==> config.mk <==
export PLATFORM = sky130hd
export DESIGN_NAME = iq_filter_sched
export DESIGN_NICKNAME = d
export VERILOG_FILES = /design/src/rtl/iq_demod_pkg.sv /design/src/rtl/ctrl_delay_line.sv /design/src/rtl/iq_filter_sched.sv
export SDC_FILE = /design/constraint.sdc
export NUM_CORES = 1
export LEC_CHECK = 0
export BUFFER_PORTS_ARGS = -buffer_cell sky130_fd_sc_hd__clkbuf_2
export CAP_MARGIN = 10
export CORE_MARGIN = 2
export CORE_UTILIZATION = 35
export DETAILED_ROUTE_END_ITERATION = 12
export GPL_ROUTABILITY_DRIVEN = 1
export HOLD_SLACK_MARGIN = 0.08
export SLEW_MARGIN = 20
export SYNTH_ARGS = -nofsm -noshare
export SYNTH_HDL_FRONTEND = slang
export SYNTH_HIERARCHICAL = 1
export SYNTH_SLANG_ARGS = --single-unit
==> constraint.sdc <==
create_clock -name clk -period 2.77 [get_ports clk]
set_input_delay 0.4155 -clock clk [delete_from_list [all_inputs] [get_ports clk]]
set_output_delay 0.4155 -clock clk [all_outputs]
set_load 0.05 [all_outputs]
==> src/rtl/iq_demod_pkg.sv <==
// Shared definitions for the IQ demodulator filter scheduler.
// Contents:
//    sched_state_t : scheduler FSM states
//    CH_I / CH_Q   : channel encodings used on dp_chan / out_chan
//    NPH_DEFAULT   : default number of folded tap-pair phases
//    pick_grant    : round-robin channel choice between the two buffers
package iq_demod_pkg;

    typedef enum logic [2:0] {
        IDLE,
        SHIFT,
        TAP,
        DRAIN,
        DONE
    } sched_state_t;

    localparam logic CH_I = 1'b0;
    localparam logic CH_Q = 1'b1;

    localparam int NPH_DEFAULT = 5;

    // When both channels wait, the one that was not served last wins;
    // otherwise whichever channel is pending is taken.
    function automatic logic pick_grant(input logic pend_i,
                                        input logic pend_q,
                                        input logic last_grant);
        logic grant;
        if (pend_i && pend_q) begin
            grant = ~last_grant;
        end else if (pend_i) begin
            grant = CH_I;
        end else begin
            grant = CH_Q;
        end
        return grant;
    endfunction

endpackage

==> src/rtl/ctrl_delay_line.sv <==
// Delays the accumulator strobes so they line up with products leaving the
// multiplier pipeline.
// Ports:
//    clk, reset     : clock and synchronous active-high reset
//    i_clr, i_en    : TAP-phase clear/enable strobes
//    o_clr, o_en    : the same strobes DEPTH cycles later
module ctrl_delay_line #(
    parameter int DEPTH = 2
) (
    input  logic clk,
    input  logic reset,
    input  logic i_clr,
    input  logic i_en,
    output logic o_clr,
    output logic o_en
);

    logic [1:0] r_chain [DEPTH];

    // Plain shift chain of {clr, en}; reset empties it so an aborted job
    // cannot leak strobes into the accumulator afterwards.
    always_ff @(posedge clk) begin
        if (reset) begin
            for (int i = 0; i < DEPTH; i++) begin
                r_chain[i] <= 2'b00;
            end
        end else begin
            r_chain[0] <= {i_clr, i_en};
            for (int i = 1; i < DEPTH; i++) begin
                r_chain[i] <= r_chain[i-1];
            end
        end
    end

    assign {o_clr, o_en} = r_chain[DEPTH-1];

endmodule

==> src/rtl/iq_filter_sched.sv <==
// Scheduler sharing one folded symmetric FIR datapath between I and Q.
// Ports:
//    clk, reset                : clock, synchronous active-high reset
//    en                        : permits new jobs to start
//    i_valid/i_data            : I sample strobe and value
//    q_valid/q_data            : Q sample strobe and value
//    dp_shift_en/dp_chan/dp_data : delay-line shift control to the datapath
//    dp_sel                    : tap-pair phase select
//    dp_acc_clr/dp_acc_en      : accumulator load/add strobes
//    dp_result                 : accumulator result from the datapath
//    out_valid/out_chan/out_data : tagged filtered result
//    ovf_i/ovf_q, ovf_clr      : sticky drop flags and their clear
//    busy                      : a job is in progress
module iq_filter_sched
    import iq_demod_pkg::*;
#(
    parameter int DW       = 5,
    parameter int NPH      = NPH_DEFAULT,
    parameter int PIPE_LAT = 2
) (
    input  logic                 clk,
    input  logic                 reset,
    input  logic                 en,
    input  logic                 i_valid,
    input  logic signed [DW-1:0] i_data,
    input  logic                 q_valid,
    input  logic signed [DW-1:0] q_data,
    output logic                 dp_shift_en,
    output logic                 dp_chan,
    output logic signed [DW-1:0] dp_data,
    output logic [2:0]           dp_sel,
    output logic                 dp_acc_clr,
    output logic                 dp_acc_en,
    input  logic signed [DW-1:0] dp_result,
    output logic                 out_valid,
    output logic                 out_chan,
    output logic signed [DW-1:0] out_data,
    output logic                 ovf_i,
    output logic                 ovf_q,
    input  logic                 ovf_clr,
    output logic                 busy
);

    localparam int DCW = (PIPE_LAT > 1) ? $clog2(PIPE_LAT) : 1;

    sched_state_t         r_state, w_state_next;
    logic [2:0]           r_ph;
    logic [DCW-1:0]       r_drain;
    logic                 r_grant;
    logic                 w_grant_next, w_start, w_can_start;
    logic                 w_tap_clr, w_tap_en;
    logic                 w_free_i, w_free_q;
    logic                 r_pend_i, r_pend_q, r_ovf_i, r_ovf_q;
    logic signed [DW-1:0] r_buf_i, r_buf_q, r_out_data;
    logic                 r_out_valid, r_out_chan;

    assign w_can_start = en && (r_pend_i || r_pend_q);
    assign w_free_i    = (r_state == SHIFT) && (r_grant == CH_I);
    assign w_free_q    = (r_state == SHIFT) && (r_grant == CH_Q);

    // State register plus the phase and drain counters. r_grant doubles as
    // the last-granted channel; resetting it to Q lets I win the first tie.
    always_ff @(posedge clk) begin
        if (reset) begin
            r_state <= IDLE;
            r_ph    <= '0;
            r_drain <= '0;
            r_grant <= CH_Q;
        end else begin
            r_state <= w_state_next;
            if (w_start) begin
                r_grant <= w_grant_next;
                r_ph    <= '0;
            end else if (r_state == TAP && r_ph != 3'(NPH - 1)) begin
                r_ph <= r_ph + 3'd1;
            end
            r_drain <= (r_state == DRAIN) ? r_drain + DCW'(1) : '0;
        end
    end

    // Next-state and datapath control decode. dp_sel holds its last phase
    // through DRAIN/DONE so the control lines stay quiet while the pipe
    // empties; everything reads 0 in IDLE.
    always_comb begin
        w_state_next = r_state;
        w_start      = 1'b0;
        w_grant_next = pick_grant(r_pend_i, r_pend_q, r_grant);
        dp_shift_en  = 1'b0;
        dp_chan      = CH_I;
        dp_data      = '0;
        dp_sel       = '0;
        w_tap_clr    = 1'b0;
        w_tap_en     = 1'b0;
        case (r_state)
            IDLE: begin
                if (w_can_start) begin
                    w_state_next = SHIFT;
                    w_start      = 1'b1;
                end
            end
            SHIFT: begin
                dp_shift_en  = 1'b1;
                dp_chan      = r_grant;
                dp_data      = (r_grant == CH_Q) ? r_buf_q : r_buf_i;
                dp_sel       = r_ph;
                w_state_next = TAP;
            end
            TAP: begin
                dp_chan   = r_grant;
                dp_sel    = r_ph;
                w_tap_clr = (r_ph == 3'd0);
                w_tap_en  = (r_ph != 3'd0);
                if (r_ph == 3'(NPH - 1)) begin
                    w_state_next = DRAIN;
                end
            end
            DRAIN: begin
                dp_chan = r_grant;
                dp_sel  = r_ph;
                if (r_drain == DCW'(PIPE_LAT - 1)) begin
                    w_state_next = DONE;
                end
            end
            DONE: begin
                dp_chan = r_grant;
                dp_sel  = r_ph;
                if (w_can_start) begin
                    w_state_next = SHIFT;
                    w_start      = 1'b1;
                end else begin
                    w_state_next = IDLE;
                end
            end
            default: begin
                w_state_next = IDLE;
            end
        endcase
    end

    // One-deep input buffers. The SHIFT cycle frees the granted channel's
    // slot, so a strobe arriving in that same cycle is taken rather than
    // counted as a drop. A drop beats a simultaneous ovf_clr.
    always_ff @(posedge clk) begin
        if (reset) begin
            r_pend_i <= 1'b0;
            r_pend_q <= 1'b0;
            r_buf_i  <= '0;
            r_buf_q  <= '0;
            r_ovf_i  <= 1'b0;
            r_ovf_q  <= 1'b0;
        end else begin
            if (i_valid && (!r_pend_i || w_free_i)) begin
                r_buf_i  <= i_data;
                r_pend_i <= 1'b1;
            end else if (w_free_i) begin
                r_pend_i <= 1'b0;
            end
            if (q_valid && (!r_pend_q || w_free_q)) begin
                r_buf_q  <= q_data;
                r_pend_q <= 1'b1;
            end else if (w_free_q) begin
                r_pend_q <= 1'b0;
            end
            if (i_valid && r_pend_i && !w_free_i) begin
                r_ovf_i <= 1'b1;
            end else if (ovf_clr) begin
                r_ovf_i <= 1'b0;
            end
            if (q_valid && r_pend_q && !w_free_q) begin
                r_ovf_q <= 1'b1;
            end else if (ovf_clr) begin
                r_ovf_q <= 1'b0;
            end
        end
    end

    // Result capture: the accumulator is complete during DONE, and the
    // registered copy is presented together with a one-cycle strobe.
    always_ff @(posedge clk) begin
        if (reset) begin
            r_out_valid <= 1'b0;
            r_out_chan  <= CH_I;
            r_out_data  <= '0;
        end else begin
            r_out_valid <= (r_state == DONE);
            if (r_state == DONE) begin
                r_out_data <= dp_result;
                r_out_chan <= r_grant;
            end
        end
    end

    ctrl_delay_line #(
        .DEPTH (PIPE_LAT)
    ) u_ctrl_delay (
        .clk   (clk),
        .reset (reset),
        .i_clr (w_tap_clr),
        .i_en  (w_tap_en),
        .o_clr (dp_acc_clr),
        .o_en  (dp_acc_en)
    );

    assign out_valid = r_out_valid;
    assign out_chan  = r_out_chan;
    assign out_data  = r_out_data;
    assign ovf_i     = r_ovf_i;
    assign ovf_q     = r_ovf_q;
    assign busy      = (r_state != IDLE);

endmodule
### After elaboration in Yosys (flattened, before gate mapping)

Memories as Yosys holds them, arrays and structs flattened.
Index checks and enable logic that the tools add are counted.

* add/subtract/negate cells: 2
* multiply operators: 0
* div/mod/pow operators: 0
* magnitude comparators: 0
* equality and inequality tests: 9
* shift operators: 0
* multiplexer cells: 28
* bitwise operators: 4
* reductions and logical operators: 31

Operator list (count)
* 1-bit two-way mux: 19
* 3-bit one-hot mux with 5 select lines: 1
* 3-bit two-way mux: 4
* 1-bit logical AND: 11
* 5-bit two-way mux: 2
* 2-bit nonzero test: 4
* 3-bit by 2-bit == test with 1-bit output, second input constant: 2
* 3-bit == test, second input constant: 2
* 3-bit zero test: 2
* 3-bit nonzero test: 2
* 2-bit OR reduction: 3
* 1-bit zero test: 4
* 2-bit two-way mux: 2
* 2-bit inequality test, second input constant: 2
* 4-bit OR reduction: 1
* 3-bit by 1-bit adder with 3-bit output, second input constant: 1
* 3-bit by 1-bit == test with 1-bit output, second input constant: 1
* 1-bit logical OR: 3
* 3-bit inequality test, second input constant: 1
* 3-bit AND reduction: 1
* 2-bit by 1-bit inequality test with 1-bit output, second input constant: 1
* 1-bit inverter: 2
* 1-bit OR: 2
* 1-bit adder, second input constant: 1

* register bits after elaboration: 29
* bits in latches: 0
* bits in writable memories: 4
* memory bits (read-only): 0
* output and inout port bits: 22
* logic and storage cells: 88
* memories kept: 1

Memory list
* u_ctrl_delay.r_chain: words 2, width 2, rd ports 2, clocked after Yosys merged registers in 0, wr ports 2, RTL line ctrl_delay_line.sv:18 `logic [1:0] r_chain [DEPTH];`

### Depth between registers and ports, before layout

Gate-level depths: netlist of the first run.

* depth in word-level cells: 5
* gate-level depth with buffers: 5
* gate-level depth less buffers: 5

### Modules after synthesis

The synthesis of the first run kept the hierarchy.

Modules (own cells, without submodules)
* iq_filter_sched: instances 1, cells an instance 181, area an instance 1610.3 µm², sequential area each 580.6 µm²
* ctrl_delay_line: instances 1, cells an instance 8, area an instance 105.1 µm², sequential area each 80.1 µm²

### Worst setup path before layout of the first run

Ideal clock, no wire load.

* kind: register to output
* start: register r_state[1]
* end: output dp_data[0]
* arrival: 1.493 ns
* path slack: 0.861 ns
* cell stages (with the launch flop): 4
* cell sequence: dfxtp_1 > or3b_1 > clkbuf_1 > nor2_1

* cells in the longest elaborated chain, start to end: 2

Ends and longest elaborated chain
* from (decl): RTL line iq_filter_sched.sv:46 `sched_state_t r_state, w_state_next;`
* from (signal assigned): RTL line iq_filter_sched.sv:70 `r_state <= w_state_next;`
* 3-bit by 1-bit == test with 1-bit output: RTL line iq_filter_sched.sv:94 `case (r_state)`
* 5-bit two-way mux: RTL line iq_filter_sched.sv:94
* to (decl): RTL line iq_filter_sched.sv:30 `output logic signed [DW-1:0] dp_data,`

Every way passes these cells.

### Final worst setup path of the first run

* start: register r_state[0]
* end: output dp_data[1]

The elaborated chain is that of the path after synthesis.

==> results.sh, run 1 <==
export IMPL_crit_arrival_ns=1.80
export IMPL_comb_power_share_pct=19.7
export IMPL_slew_headroom_pct=51.3
export IMPL_firstDrtPassIters=4
export IMPL_cts_hold_buf=0
export IMPL_synth_edff_count=0
export IMPL_synth_yosys_seq_area_share_pct=38.5
export IMPL_startpoint="r_state[0]"
export IMPL_grt_ovfl_total=0
export IMPL_start_util_pct=36.3
export IMPL_yosys_warnings=6
export IMPL_clock_sinks=33
export IMPL_antenna_found_initial=0
export IMPL_cts_setup_buffers=0
export IMPL_synth_nets=212
export IMPL_maxSlewViolCount=0
export IMPL_nets=247
export IMPL_fin_crit_ns=2.22
export IMPL_avgViaCountPerCell=5.09
export IMPL_dp_cells=284
export IMPL_worst_r2r_path_depth=3
export IMPL_core_mm2=0.00472
export IMPL_cpPeakStageDelay_ns=0.55
export IMPL_worst_pin_slew_ns=0.730
export IMPL_cap_violations=0
export IMPL_portBuffers=42
export IMPL_power_density_mw_per_mm2=656
export IMPL_synthArstFlopShare_pct=0
export IMPL_track_usage_pct=14.7
export IMPL_swShare_pct=29.5
export IMPL_r2r_start="r_grant"
export IMPL_finClkSkew_ns=0.00397
export IMPL_p_leak_nw=0.846
export IMPL_ys_ff_latch=33
export IMPL_hold_end="out_data[2]"
export IMPL_synthDistinctLibCells=39
export IMPL_dieArea_mm2=0.00548
export IMPL_die_height_um=74.0
export IMPL_reg2reg_to="ovf_q"
export IMPL_critical_path_top_delay_family="simple AND/OR/NAND/NOR gates"
export IMPL_worstPathRequired_ns=2.35
export IMPL_grt_max_degree=43
export IMPL_synth_area_leaders="dfxtp_1 (39%), mux2i_1 (6.4%), nand4b_1 (5.1%), o311ai_1 (5.1%), nor3b_1 (4.8%)"
export IMPL_whs_path_depth=3
export IMPL_syn_area_mm2=0.00172
export IMPL_clockPowerShare_pct=39.9
export IMPL_syn_area_per_cell_um2=9.08
export IMPL_crit_buf_inv=1
export IMPL_drc=0
export IMPL_crit_chain="or3b_1 > nor2_1 > clkbuf_2"
export IMPL_grt_pass1_vias=1318
export IMPL_setup_viol_count_final=0
export IMPL_ant_nets=0
export IMPL_p_seq_share_pct=40.3
export IMPL_slowest_stage="dfxtp_1"
export IMPL_drt_iter0_markers=74
export IMPL_crit_fanout=12
export IMPL_cts_root_buf="clkbuf_8"
export IMPL_total_power_mw=1.36
export IMPL_start_kind="flip-flop"
export IMPL_io_pins=43
export IMPL_p_switching_mw=0.401
export IMPL_rrSetupSlack_ns=1.17
export IMPL_stdcell_count=292
export IMPL_rsz0062_at_grt="no"
export IMPL_clkLatencyLatePin_ns=0.29
export IMPL_fmax_mhz=451
export IMPL_synth_top_area_cell="dfxtp_1"
export IMPL_cts_resized=0
export IMPL_antenna_cells=0
export IMPL_synth_cells=189
export IMPL_finalCritPeriodShare_pct=80.0
export IMPL_wl_per_cell_um=12.9
export IMPL_drive_above_1_share_pct=26.7
export IMPL_grt_pass1_wl_mm=6.15
export IMPL_routed_wl_mm=3.76
export IMPL_cts_tree="yes"
export IMPL_min_delay_start="dp_result[2]"
export IMPL_yosysMostFrequentCell="dfxtp_1"
export IMPL_crit_path_end_kind="primary output"
export IMPL_routed_via_count=1487
export IMPL_chipWidth_um=74.0
export IMPL_worst_setup_path_type="flip-flop to primary output"
export IMPL_synth_top_area_share_pct=38.5
export IMPL_status="finished clean"
export IMPL_cts_buffers=5
export IMPL_row_count=25
export IMPL_hpwl_mm=2.57
export IMPL_hold_viol_final=0
export IMPL_fin_tns_setup_ns=0
export IMPL_ys_flop_type="dfxtp_1"
export IMPL_clk_path_buf_depth=2
export IMPL_syn_to_final_growth_pct=20.8
export IMPL_hp_class="primary input to flip-flop"
export IMPL_synthTopCellsByCount="dfxtp_1 (33), nand2_1 (13), nor2_1 (13)"
export IMPL_p_int_mw=0.958
export IMPL_ir_drop_uv=236
export IMPL_htreeDepth=2
export IMPL_gp_congestion=0.751
export IMPL_clkSlewWorstSetupHoldPaths_ns=0.07
-- cell usage in the layout, fill, tap and decap left out, types with 8 or more instances in the layout --
master	n
a31oi_1	10
nor3b_1	11
clkbuf_2	42
mux2i_1	11
inv_1	8
a21oi_1	8
o311ai_1	10
dfxtp_1	33
nand2_1	13
nand4b_1	10
nor2_1	13
-- area by class of cell --
| type | instances | area [um2] |
|---|---|---|
| Clock buffer | 5 | 68.8 |
| Clock inverter | 3 | 65.1 |
| Fill cell | 485 | 2650 |
| Inverter | 8 | 30.0 |
| Multi-Input combinational cell | 132 | 938 |
| Sequential cell | 33 | 661 |
| Tap cell | 67 | 83.8 |
| Timing Repair Buffer | 44 | 225 |
-- cell families after synthesis --
| kind of cell | after synthesis | synth area share, % |
|---|---|---|
| adder cells (fa/ha/maj) | 2 | 1.46 |
| AND/OR/NAND/NOR | 81 | 31.3 |
| AO/OA/AOI/OAI | 37 | 15.0 |
| multiplexers | 11 | 6.42 |
| buffers and inverters | 24 | 6.78 |
| XOR/XNOR | 1 | 0.511 |
| flip-flops | 33 | 38.5 |
-- registers in the layout, indices dropped and copies added (netlist names) --
name and cells:
out_data 5, r_buf_i 5, r_buf_q 5, u_ctrl_delay/r_chain 4
r_ph 3, r_state 3, out_chan 1, out_valid 1
ovf_i 1, ovf_q 1, r_drain 1, r_grant 1
r_pend_i 1, r_pend_q 1
-- how the worst max path moves through the flow --
stage / to / cells past startpoint / slack [ns]
2_1_floorplan: dp_data[0] / 3 / 0.86
3_3_place_gp: dp_data[0] / 3 / 0.93
3_5_place_dp: dp_data[1] / 3 / 0.87
4_1_cts: dp_data[1] / 3 / 0.55
5_1_grt: dp_data[1] / 3 / 0.45
6_report: dp_data[1] / 3 / 0.55
-- power by group through the flow --
stage / logic (mW) / clock network (mW) / registers (mW)
2_1_floorplan: 0.229 / 0 / 0.539
3_3_place_gp: 0.268 / 0 / 0.558
3_5_place_dp: 0.268 / 0 / 0.559
4_1_cts: 0.269 / 0.556 / 0.548
5_1_grt: 0.294 / 0.577 / 0.555
6_report: 0.268 / 0.543 / 0.548
-- routing by layer --
layer	vias to the layer above	global-route usage (%)	part of all wire, %
met5	-	0	0
met4	0	5.45	1.7
met3	7	4.34	5.2
met2	33	21.2	42
met1	689	20.9	51
li1	758	-	-
-- worst reg2reg max path: stages (launching register included) --
cell      delay (ns)
dfxtp_1         0.69
and4bb_1        0.54
nand2b_1        0.20
o31ai_1         0.08
-- per-stage QoR --
step	instance area, um2	worst slack (ns)	hold slack (ns)	utilization, %
after floorplan	1720	0.861	0.414	-
after global placement	1940	0.931	0.419	41.0
after detailed placement	1940	0.866	0.431	41.0
after CTS	2070	0.548	0.356	43.9
after global routing	2070	0.446	0.373	43.9
final	2070	0.554	0.362	43.9
Note: power is estimated with default switching activity, not from simulation.
==> run 2: changes to the inputs <==
clock period = 2 ns   (was 2.77 ns; I/O delays follow)
==> results.sh, run 2 (same netlist as run 1, synthesis figures left out) <==
export IMPL_status="finished clean"
export IMPL_slowest_stage="or3b_4"
export IMPL_crit_chain="or3b_4 > nor2_1 > clkbuf_2"
export IMPL_firstDrtPassIters=4
export IMPL_antenna_found_initial=0
export IMPL_critical_path_top_delay_family="simple AND/OR/NAND/NOR gates"
export IMPL_total_power_mw=1.65
export IMPL_portBuffers=42
export IMPL_dieArea_mm2=0.00548
export IMPL_die_height_um=74.0
export IMPL_cap_violations=0
export IMPL_nets=250
export IMPL_grt_ovfl_total=0
export IMPL_worst_pin_slew_ns=0.557
export IMPL_clkLatencyLatePin_ns=0.29
export IMPL_slew_headroom_pct=62.7
export IMPL_grt_pass1_vias=1261
export IMPL_crit_path_end_kind="primary output"
export IMPL_hpwl_mm=2.65
export IMPL_setup_ws_ns=0.0605
export IMPL_clockPowerShare_pct=30.0
export IMPL_routed_wl_mm=3.78
export IMPL_crit_fanout=12
export IMPL_worst_setup_path_type="flip-flop to primary output"
export IMPL_io_pins=43
export IMPL_grt_pass1_wl_mm=5.96
export IMPL_drc=0
export IMPL_final_util_pct=43.5
export IMPL_power_density_mw_per_mm2=801
export IMPL_cts_tree="yes"
export IMPL_p_switching_mw=0.558
export IMPL_cts_hold_buf=0
export IMPL_grt_max_degree=31
export IMPL_clkSlewWorstSetupHoldPaths_ns=0.07
export IMPL_p_leak_nw=0.848
export IMPL_finClkSkew_ns=0.00296
export IMPL_fin_crit_ns=1.94
export IMPL_comb_power_share_pct=24.5
export IMPL_crit_buf_inv=1
export IMPL_maxSlewViolCount=0
export IMPL_post_place_ws_ns=0.295
export IMPL_ant_nets=0
export IMPL_start_kind="flip-flop"
export IMPL_syn_to_final_growth_pct=19.9
export IMPL_routed_via_count=1478
export IMPL_p_int_mw=1.09
export IMPL_chipWidth_um=74.0
export IMPL_drive_above_1_share_pct=28.5
export IMPL_crit_arrival_ns=1.64
export IMPL_hold_viol_final=0
export IMPL_p_seq_share_pct=45.5
export IMPL_avgViaCountPerCell=5.01
export IMPL_clock_sinks=33
export IMPL_postPlaceCellArea_mm2=0.00196
export IMPL_clk_path_buf_depth=2
export IMPL_rsz0062_at_grt="no"
export IMPL_swShare_pct=33.9
export IMPL_setup_viol_count_final=0
export IMPL_cts_buffers=5
export IMPL_cts_root_buf="clkbuf_8"
export IMPL_start_util_pct=36.3
export IMPL_wl_per_cell_um=12.8
export IMPL_antenna_cells=0
export IMPL_hp_class="primary input to flip-flop"
export IMPL_fmax_mhz=516
export IMPL_fin_tns_setup_ns=0
export IMPL_ir_drop_uv=377
export IMPL_cpPeakStageDelay_ns=0.49
export IMPL_track_usage_pct=14.2
export IMPL_drt_iter0_markers=76
export IMPL_final_cell_mix="clkbuf_2 (39), dfxtp_1 (33), nor2_1 (13), nand2_1 (13)"
export IMPL_row_count=25
export IMPL_finalCritPeriodShare_pct=97.0
export IMPL_htreeDepth=2
export IMPL_final_common_cell="clkbuf_2"
export IMPL_worstPathRequired_ns=1.70
export IMPL_rrSetupSlack_ns=0.40
export IMPL_design_area_mm2=0.00206
export IMPL_core_mm2=0.00472
export IMPL_gp_congestion=0.739
## run 2: cell count changes in the layout (fill, tap and decap cells not counted), sizes merged
cell,delta
buf,+6
clkinvlp,+1
clkbuf,-3
clkinv,+1
bufinv,-2
## run 2: power groups by stage
stage / logic (mW) / registers [mW] / clock network, mW
floorplan: 0.317 / 0.746 / 0
global placement: 0.396 / 0.763 / 0
detailed placement: 0.396 / 0.763 / 0
CTS: 0.401 / 0.749 / 0.511
global route: 0.438 / 0.757 / 0.542
finish: 0.403 / 0.749 / 0.495
## run 2: worst min-delay path, cell delays in order
cell and delay, ns:
clkbuf_2 0.07, mux2i_1 0.05, nor2_1 0.07
## run 2: path summary, 6_finish.rpt
kind                               from                         end  cells past startpoint
max reg2reg                  r_state[2]                       ovf_q                      3
max                          r_state[2]                  dp_data[0]                      3
min reg2reg  u_ctrl_delay/r_chain[0][0]  u_ctrl_delay/r_chain[0][2]                      1
min                        dp_result[2]                 out_data[2]                      3
## run 2: metrics by stage
| stage | hold slack [ns] | cells |
|---|---|---|
| after floorplan | 0.372 | 189 |
| after global placement | 0.419 | 287 |
| after detailed placement | 0.427 | 287 |
| after CTS | 0.238 | 295 |
| after global routing | 0.256 | 295 |
| final | 0.243 | 295 |
## run 2: layout make-up
type | count | area (um2)
fill | 481 | 2670
multi-input combinational | 132 | 948
sequential | 33 | 661
timing repair buffer | 47 | 248
tap | 67 | 83.8
clock buffer | 5 | 68.8
inverter | 8 | 30.0
clock inverter | 3 | 17.5
## run 2: layer usage
layer	part of all wire, %	GRT usage (%)	vias to the layer above
met2	43	19.7	43
met1	49	20.5	664
met3	5.7	4.34	6
li1	-	-	765
met4	1.9	5.45	0
met5	0	0	-
## run 2: timing repair
| action | CTS | global route |
|---|---|---|
| setup endpoints to repair | 5 | 4 |
| setup buffers | 0 | 0 |
| pin swaps | 0 | 0 |
| gates resized for setup | 1 | 4 |
